### src/rtl/gpu_command_transmitter.sv
// GPU command transmitter: accepts one pixel-write command per valid/ready handshake and
// serializes it as a fixed byte frame over an 8N1 UART line.
// Frame: 0x01, addr[23:16], addr[15:8], addr[7:0], data16[15:8], data16[7:0].
// Optional feature macro GPU_CMD_CHECKSUM_EN appends an XOR checksum byte of the frame.
module gpu_command_transmitter #(
  parameter int unsigned CLKS_PER_BIT      = 868,
  parameter int unsigned BITS_PER_PIXEL    = 12,
  parameter int unsigned FRAMEBUFFER_DEPTH = 307200
) (
  input  logic                      i_Clock,
  input  logic                      i_Reset,
  input  logic                      i_Cmd_Valid,
  output logic                      o_Cmd_Ready,
  input  logic [31:0]               i_Cmd_Addr,
  input  logic [BITS_PER_PIXEL-1:0] i_Cmd_Data,
  output logic                      o_Uart_Tx,
  output logic                      o_Busy,
  output logic                      o_Frame_Done,
  output logic                      o_Cmd_Error
);

`ifdef GPU_CMD_CHECKSUM_EN
  localparam int unsigned NBYTES = 7;
`else
  localparam int unsigned NBYTES = 6;
`endif

  localparam int unsigned FrameW = NBYTES * 8;
  localparam int unsigned BaudW  = $clog2(CLKS_PER_BIT);
  localparam int unsigned IdxW   = $clog2(NBYTES);

  localparam logic [BaudW-1:0] BaudMax  = BaudW'(CLKS_PER_BIT - 1);
  localparam logic [IdxW-1:0]  LastByte = IdxW'(NBYTES - 1);

  typedef enum logic [1:0] {StIdle, StStart, StData, StStop} state_e;

  state_e              state_q, state_d;
  logic [BaudW-1:0]    baud_q, baud_d;
  logic [2:0]          bit_q, bit_d;
  logic [IdxW-1:0]     byte_idx_q, byte_idx_d;
  // Current byte always sits in frame_q[7:0]; the frame shifts down one byte per stop bit.
  logic [FrameW-1:0]   frame_q, frame_d;
  logic                frame_done_q, frame_done_d;
  logic                cmd_error_q, cmd_error_d;

  logic                accept;
  logic                addr_out_of_range;
  logic                baud_tick;
  logic [15:0]         data16;
  logic [FrameW-1:0]   new_frame;

  assign o_Cmd_Ready  = (state_q == StIdle) && !i_Reset;
  assign o_Busy       = (state_q != StIdle);
  assign o_Frame_Done = frame_done_q;
  assign o_Cmd_Error  = cmd_error_q;

  assign accept            = i_Cmd_Valid && o_Cmd_Ready;
  assign addr_out_of_range = (|i_Cmd_Addr[31:24]) || (i_Cmd_Addr >= FRAMEBUFFER_DEPTH);
  assign baud_tick         = (baud_q == BaudMax);
  assign data16            = 16'(i_Cmd_Data);

  // Assemble the outgoing frame from the command inputs, byte 0 in the low bits.
`ifdef GPU_CMD_CHECKSUM_EN
  logic [7:0] checksum;
  assign checksum  = 8'h01 ^ i_Cmd_Addr[23:16] ^ i_Cmd_Addr[15:8] ^ i_Cmd_Addr[7:0] ^
                     data16[15:8] ^ data16[7:0];
  assign new_frame = {checksum, data16[7:0], data16[15:8], i_Cmd_Addr[7:0],
                      i_Cmd_Addr[15:8], i_Cmd_Addr[23:16], 8'h01};
`else
  assign new_frame = {data16[7:0], data16[15:8], i_Cmd_Addr[7:0],
                      i_Cmd_Addr[15:8], i_Cmd_Addr[23:16], 8'h01};
`endif

  // State and datapath registers with synchronous reset.
  always_ff @(posedge i_Clock) begin
    if (i_Reset) begin
      state_q      <= StIdle;
      baud_q       <= '0;
      bit_q        <= '0;
      byte_idx_q   <= '0;
      frame_q      <= '0;
      frame_done_q <= 1'b0;
      cmd_error_q  <= 1'b0;
    end else begin
      state_q      <= state_d;
      baud_q       <= baud_d;
      bit_q        <= bit_d;
      byte_idx_q   <= byte_idx_d;
      frame_q      <= frame_d;
      frame_done_q <= frame_done_d;
      cmd_error_q  <= cmd_error_d;
    end
  end

  // Next-state logic: handshake, range check, bit/byte sequencing.
  always_comb begin
    state_d      = state_q;
    baud_d       = baud_q;
    bit_d        = bit_q;
    byte_idx_d   = byte_idx_q;
    frame_d      = frame_q;
    frame_done_d = 1'b0;
    cmd_error_d  = 1'b0;

    unique case (state_q)
      StIdle: begin
        if (accept) begin
          if (addr_out_of_range) begin
            // Consumed but dropped; stay idle so the next command can follow immediately.
            cmd_error_d = 1'b1;
          end else begin
            state_d    = StStart;
            frame_d    = new_frame;
            byte_idx_d = '0;
            baud_d     = '0;
            bit_d      = '0;
          end
        end
      end
      StStart: begin
        if (baud_tick) begin
          state_d = StData;
          baud_d  = '0;
          bit_d   = '0;
        end else begin
          baud_d = baud_q + BaudW'(1);
        end
      end
      StData: begin
        if (baud_tick) begin
          baud_d = '0;
          if (bit_q == 3'd7) begin
            state_d = StStop;
          end else begin
            bit_d = bit_q + 3'd1;
          end
        end else begin
          baud_d = baud_q + BaudW'(1);
        end
      end
      StStop: begin
        if (baud_tick) begin
          baud_d = '0;
          if (byte_idx_q == LastByte) begin
            state_d      = StIdle;
            frame_done_d = 1'b1;
          end else begin
            state_d    = StStart;
            byte_idx_d = byte_idx_q + IdxW'(1);
            frame_d    = frame_q >> 8;
            bit_d      = '0;
          end
        end else begin
          baud_d = baud_q + BaudW'(1);
        end
      end
      default: state_d = StIdle;
    endcase
  end

  // Serial line driven from state; idle and stop bits are high.
  always_comb begin
    o_Uart_Tx = 1'b1;
    case (state_q)
      StStart: o_Uart_Tx = 1'b0;
      StData:  o_Uart_Tx = frame_q[bit_q];
      default: o_Uart_Tx = 1'b1;
    endcase
  end

endmodule

### config.mk
export PLATFORM = sky130hd
export DESIGN_NAME = gpu_command_transmitter
export DESIGN_NICKNAME = d
export VERILOG_FILES = /design/src/rtl/gpu_command_transmitter.sv
export SDC_FILE = /design/constraint.sdc
export NUM_CORES = 1
export LEC_CHECK = 0
export ABC_AREA = 1
export CAP_MARGIN = 40
export CORE_UTILIZATION = 30
export DETAILED_ROUTE_END_ITERATION = 7
export GPL_TIMING_DRIVEN = 0
export HOLD_SLACK_MARGIN = 0.02
export PLACE_DENSITY = 0.46
export SLEW_MARGIN = 30
export SYNTH_ARGS = -nofsm -noshare
export SYNTH_HDL_FRONTEND = slang
export SYNTH_SLANG_ARGS = --single-unit
### constraint.sdc
create_clock -name i_Clock -period 2.2 [get_ports i_Clock]
set_clock_uncertainty 0.05 [all_clocks]
set_input_delay 0.22 -clock i_Clock [delete_from_list [all_inputs] [get_ports i_Clock]]
set_output_delay 0.22 -clock i_Clock [all_outputs]
set_load 0.005 [all_outputs]
Yosys cells after proc, flatten, opt, wreduce, memory -nomap -nowiden
Index checks and enable logic that the tools add are counted.
{"block": "totals", "ff_bits": 68, "out_inout_bits": 5}
{"block": "op_classes", "addsub": 3, "n_lt_le_gt_ge": 2, "eq_ne": 14, "n_mux": 33, "bitwise_logic": 4, "n_reduce_logical": 15}
{"op": "48-bit two-way mux", "n": 4}
{"op": "48-bit case mux with 2 select lines", "n": 1}
{"op": "32-bit by 19-bit greater-or-equal comparator with 1-bit output (second input constant)", "n": 1}
{"op": "10-bit two-way mux", "n": 3}
{"op": "3-bit two-way mux", "n": 9}
{"op": "10-bit case mux with 2 select lines", "n": 1}
{"op": "2-bit != test (second input constant)", "n": 8}
{"op": "2-bit two-way mux", "n": 6}
{"op": "3-bit case mux with 4 select lines", "n": 1}
{"op": "10-bit by 1-bit adder with 10-bit output (second input constant)", "n": 1}
{"op": "10-bit == test (second input constant)", "n": 1}
{"op": "3-bit OR reduction", "n": 3}
{"op": "2-bit case mux with 4 select lines", "n": 1}
{"op": "8-bit OR reduction", "n": 1}
{"op": "3-bit by 7-bit < comparator with 1-bit output (second input constant)", "n": 1}
{"op": "7-bit AND reduction", "n": 1}
{"op": "3-bit by 1-bit adder with 3-bit output (second input constant)", "n": 2}
{"op": "3-bit == test (second input constant)", "n": 2}
{"op": "3-bit case mux with 2 select lines", "n": 1}
{"op": "6-bit AND reduction", "n": 1}
{"op": "5-bit AND reduction", "n": 1}
{"op": "2-bit == test (second input constant)", "n": 2}
{"op": "1-bit two-way mux", "n": 4}
{"op": "1-bit NOT", "n": 4}
{"op": "9 further kinds", "n": 11}

Depth between registers and ports, before layout
{"block": "logic_depth", "depth_word": 5, "mapped_depth": 13, "depth_no_buf": 13}

Worst setup path before layout
OpenSTA, ideal clock, no wires.
{"block": "synth_timing", "kind": "reg2reg", "from": "register state_q[0]", "to": "register frame_q[20]", "setup_ps": 116, "arrival_ps": 1599, "required_time_ps": 2034, "setup_slack_ps": 435, "path_stages_with_launch": 10, "n_path_buf": 2, "cell_sequence": "dfxtp_1 > inv_1 > ha_1 > and3_1 > nand3_1 > nand2_1 > buf_4 > buf_4 > a21oi_1 > nor2_1"}
{"block": "synth_between", "elab_chain_len": 5}
{"element": "start: declaration", "line_no": "37", "text": "state_e state_q, state_d;"}
{"element": "start signal: assignment", "line_no": "77", "text": "state_q <= StIdle;"}
{"element": "start signal: assignment", "line_no": "85", "text": "state_q <= state_d;"}
{"element": "2-bit logical NOT", "line_no": "52, 105"}
{"element": "1-bit logical AND", "line_no": "52", "text": "assign o_Cmd_Ready = (state_q == StIdle) && !i_Reset;"}
{"element": "1-bit logical AND", "line_no": "57", "text": "assign accept = i_Cmd_Valid && o_Cmd_Ready;"}
{"element": "2-bit != test (no line)"}
{"element": "5-bit AND reduction (no line)"}
{"element": "end signal: assignment", "line_no": "89", "text": "frame_q <= frame_d;"}
{"element": "end: declaration", "line_no": "42", "text": "logic [FrameW-1:0] frame_q, frame_d;"}
Several ways; a longest one is shown, not always the timed one.
A chain may end at the register's enable or synchronous reset.

Worst setup path after layout
{"block": "layout_timing", "from": "register state_q[0]", "to": "output o_Uart_Tx"}
{"block": "layout_between", "elab_chain_len": 2}
{"element": "2-bit == test or 2-bit by 1-bit == test with 1-bit output (tied branches)", "line_no": "164", "text": "case (state_q)"}
{"element": "1-bit case mux with 2 select lines *", "line_no": "164"}
{"element": "end: declaration", "line_no": "16", "text": "output logic o_Uart_Tx,"}
Mark *: on every way between the ends. The rest lies on a longest branch, timed or not.

==> results.txt <==
FF-to-FF Start -> state_q[1]
# hold bufs at CTS -> 0
Synth async-reset ratio -> 0%
Crit path max fanout -> 7
Clk sinks -> 68
Post-synthesis sequential area ratio -> 39.6%
Switching pwr -> 0.599 mW
Worst skew pair latency -> 0.33 ns
Initial DRT Pass Iterations -> 5
Status -> finished clean
Slew Limit Fails -> 0
Relative slew margins -> 62.3%
# diodes -> 0
Initial Utilization -> 31.3%
Gate power share -> 6.1%
Initial antenna violation count -> 0
Mean post-synth cell area -> 6.67 µm²
DRC -> 0
Clk slew on worst S/H paths -> 0.06 ns
Setup CP Type -> reg2out
Buffer depth of the longest clock path -> 2
Min-Delay Path Class -> in2reg
CTS Buf Count -> 9
Top Ports -> 52
Number of synthesized flops with an enable pin -> 0
DRT iter0 DRCs -> 139
Final setup fails -> 0
Netlist cell types -> 30
Vias -> 3,373
Worst endpoint required time -> 1.93 ns
Clk pwr share -> 50.4%
Largest net degree at the start of global routing -> 12
Gate Count Post-Synth -> 515
WL final -> 9380 µm
Vias per cell -> 4.65
Leading cell type in the layout, fill and taps excluded -> nand2_1
Crit path launch type -> flop
Synth Register Bits -> 68
Fraction of layout cells with a size suffix above 1 -> 9.57%
Internal power -> 2.24 mW
P_leak -> 1.83 nW
Mapped Nets -> 572
Max-Cap Viols -> 0
CP Data Arrival Time -> 1.78 ns
Final min period -> 2.05 ns
Final Net Count -> 637
Switching Share -> 21.1%
TritonCTS clock tree -> yes
CP endpoint kind -> output port
Tcrit/Tclk final -> 93.3%
Number of cells after detailed placement -> 706
GRT Util Overall -> 17.0%
Fmax -> 487 MHz
Multi-input gate area -> 1790 µm²
First-pass GRT wire length -> 15,400 µm
IO Port Bufs -> 51
Top_reg_cell synth -> dfxtp_1
Die Y -> 109 µm
Worst R2R End -> baud_q[5]
Crit path from -> state_q[0]
Die footprint -> 11,900 µm²
Vias in the first global route -> 3,166
Placed instance area -> 4120 µm²
Worst setup path endpoint -> o_Uart_Tx
Total number of yosys warnings -> 0
Final cell count without fillers -> 725
Area Overhead vs Synth -> 30.2%
Worst-margin pin slew -> 0.563 ns
Reg2reg setup slack -> 0.16 ns
Worst VDD drop -> 0.000327 V
Post-DR wirelength/cell -> 12.9 µm
Row Count -> 38
Post-Syn Area -> 3430 µm²
Die X -> 109 µm
Gp weighted congestion -> 0.788
Register area -> 1360 µm²
Number of routed nets with antenna violations -> 0
Core area -> 11,000 µm²
Post-route cell area -> 4470 µm²
DP HPWL -> 7020 µm
Final Hold Fails -> 0
H-tree levels -> 3
GR Overflow Total -> 0
R2R cell count -> 9
Fill cells -> 1,184
Hold Startpoint -> i_Cmd_Data[0]
Most frequent cells in the layout -> nand2_1, dfxtp_1, nor2_1
Pwr/cell area -> 636 nW/µm²
Total Power -> 2.84 mW
Sequential Power Share -> 43.5%
Root buf cell -> clkbuf_16
cell usage after synthesis (9+ instances only):
library cell / count / share of area, %
o21ai_1: 20 / 2.9
nand3_1: 21 / 3.1
o21ai_0: 33 / 4.8
nand2_1: 152 / 17
clkbuf_1: 10 / 1.1
buf_2: 9 / 1.3
ha_1: 10 / 3.6
inv_1: 39 / 4.3
a21oi_1: 58 / 8.5
nor2_1: 61 / 6.7
dfxtp_1: 68 / 40
flip-flops by register name, indices dropped and copies added (netlist names):
signal / cells
frame_q: 48
baud_q: 10
bit_q: 3
byte_idx_q: 3
state_q: 2
o_Cmd_Error: 1
o_Frame_Done: 1
power groups by stage:
stage	registers (mW)	logic (mW)	clock network (mW)
floorplan	1.26	0.0627	0
global placement	1.26	0.175	0
detailed placement	1.26	0.174	0
CTS	1.24	0.175	1.48
global route	1.23	0.193	1.53
finish	1.24	0.173	1.43
worst min-delay path by stage:
stage / to / slack [ns] / depth (start not counted)
2_1_floorplan: frame_q[40] / 0.31 / 2
3_3_place_gp: frame_q[8] / 0.39 / 2
3_5_place_dp: frame_q[8] / 0.39 / 2
4_1_cts: frame_q[40] / 0.38 / 3
5_1_grt: frame_q[40] / 0.39 / 3
6_report: frame_q[40] / 0.39 / 3
timing repair:
item                                   4_1_cts  5_1_grt
endpoints found under the hold margin        0        0
pin swaps                                    0        1
resized for setup                            7        9
setup endpoints to repair                    5       54
setup buffers                                0        3
layer usage:
| layer | track usage (%) | vias to the layer above | wire length [µm] |
|---|---|---|---|
| met5 | 0 | - | 0 |
| met4 | 6.08 | 0 | 75 |
| met3 | 4.30 | 4 | 279 |
| met2 | 27.4 | 48 | 4460 |
| met1 | 21.7 | 1529 | 4560 |
| li1 | - | 1792 | - |
critical path, cell delays in order, from the launching register on:
cell and delay (ns):
dfxtp_2 0.38, inv_2 0.08, ha_2 0.24, nor2_2 0.15, a31o_2 0.12, clkdlybuf4s50_1 0.49
cell families (layout without fill, tap and decap cells):
family / after synthesis / after routing / synth area share [%]
AO/OA/AOI/OAI: 116 / 116 / 17.6
adder cells (fa/ha/maj): 10 / 10 / 3.64
buffers and inverters: 68 / 138 / 8.74
flip-flops: 68 / 68 / 39.6
multiplexers: 1 / 1 / 0.291
AND/OR/NAND/NOR: 252 / 252 / 30.1
per-stage QoR:
step                util (%)  setup TNS [ns]  hold WS (ns)  setup WS (ns)
CTS                     40.3               0         0.377         0.0106
detailed placement      37.5          -0.460         0.394         -0.244
finish                  40.7               0         0.392          0.146
global route            40.7       -0.000723         0.389      -0.000723
floorplan                  -               0         0.313          0.435
global placement        37.5          -0.518         0.391         -0.272
layout make-up:
type | count | share of cell area, %
buffer | 26 | 3.27
inverter | 42 | 3.67
clock buffer | 12 | 5.51
multi-input combinational | 379 | 40.1
timing repair buffer | 54 | 11.9
sequential | 68 | 30.5
tap | 140 | 3.92
clock inverter | 4 | 1.09
Note: power is estimated with default switching activity, not from simulation.
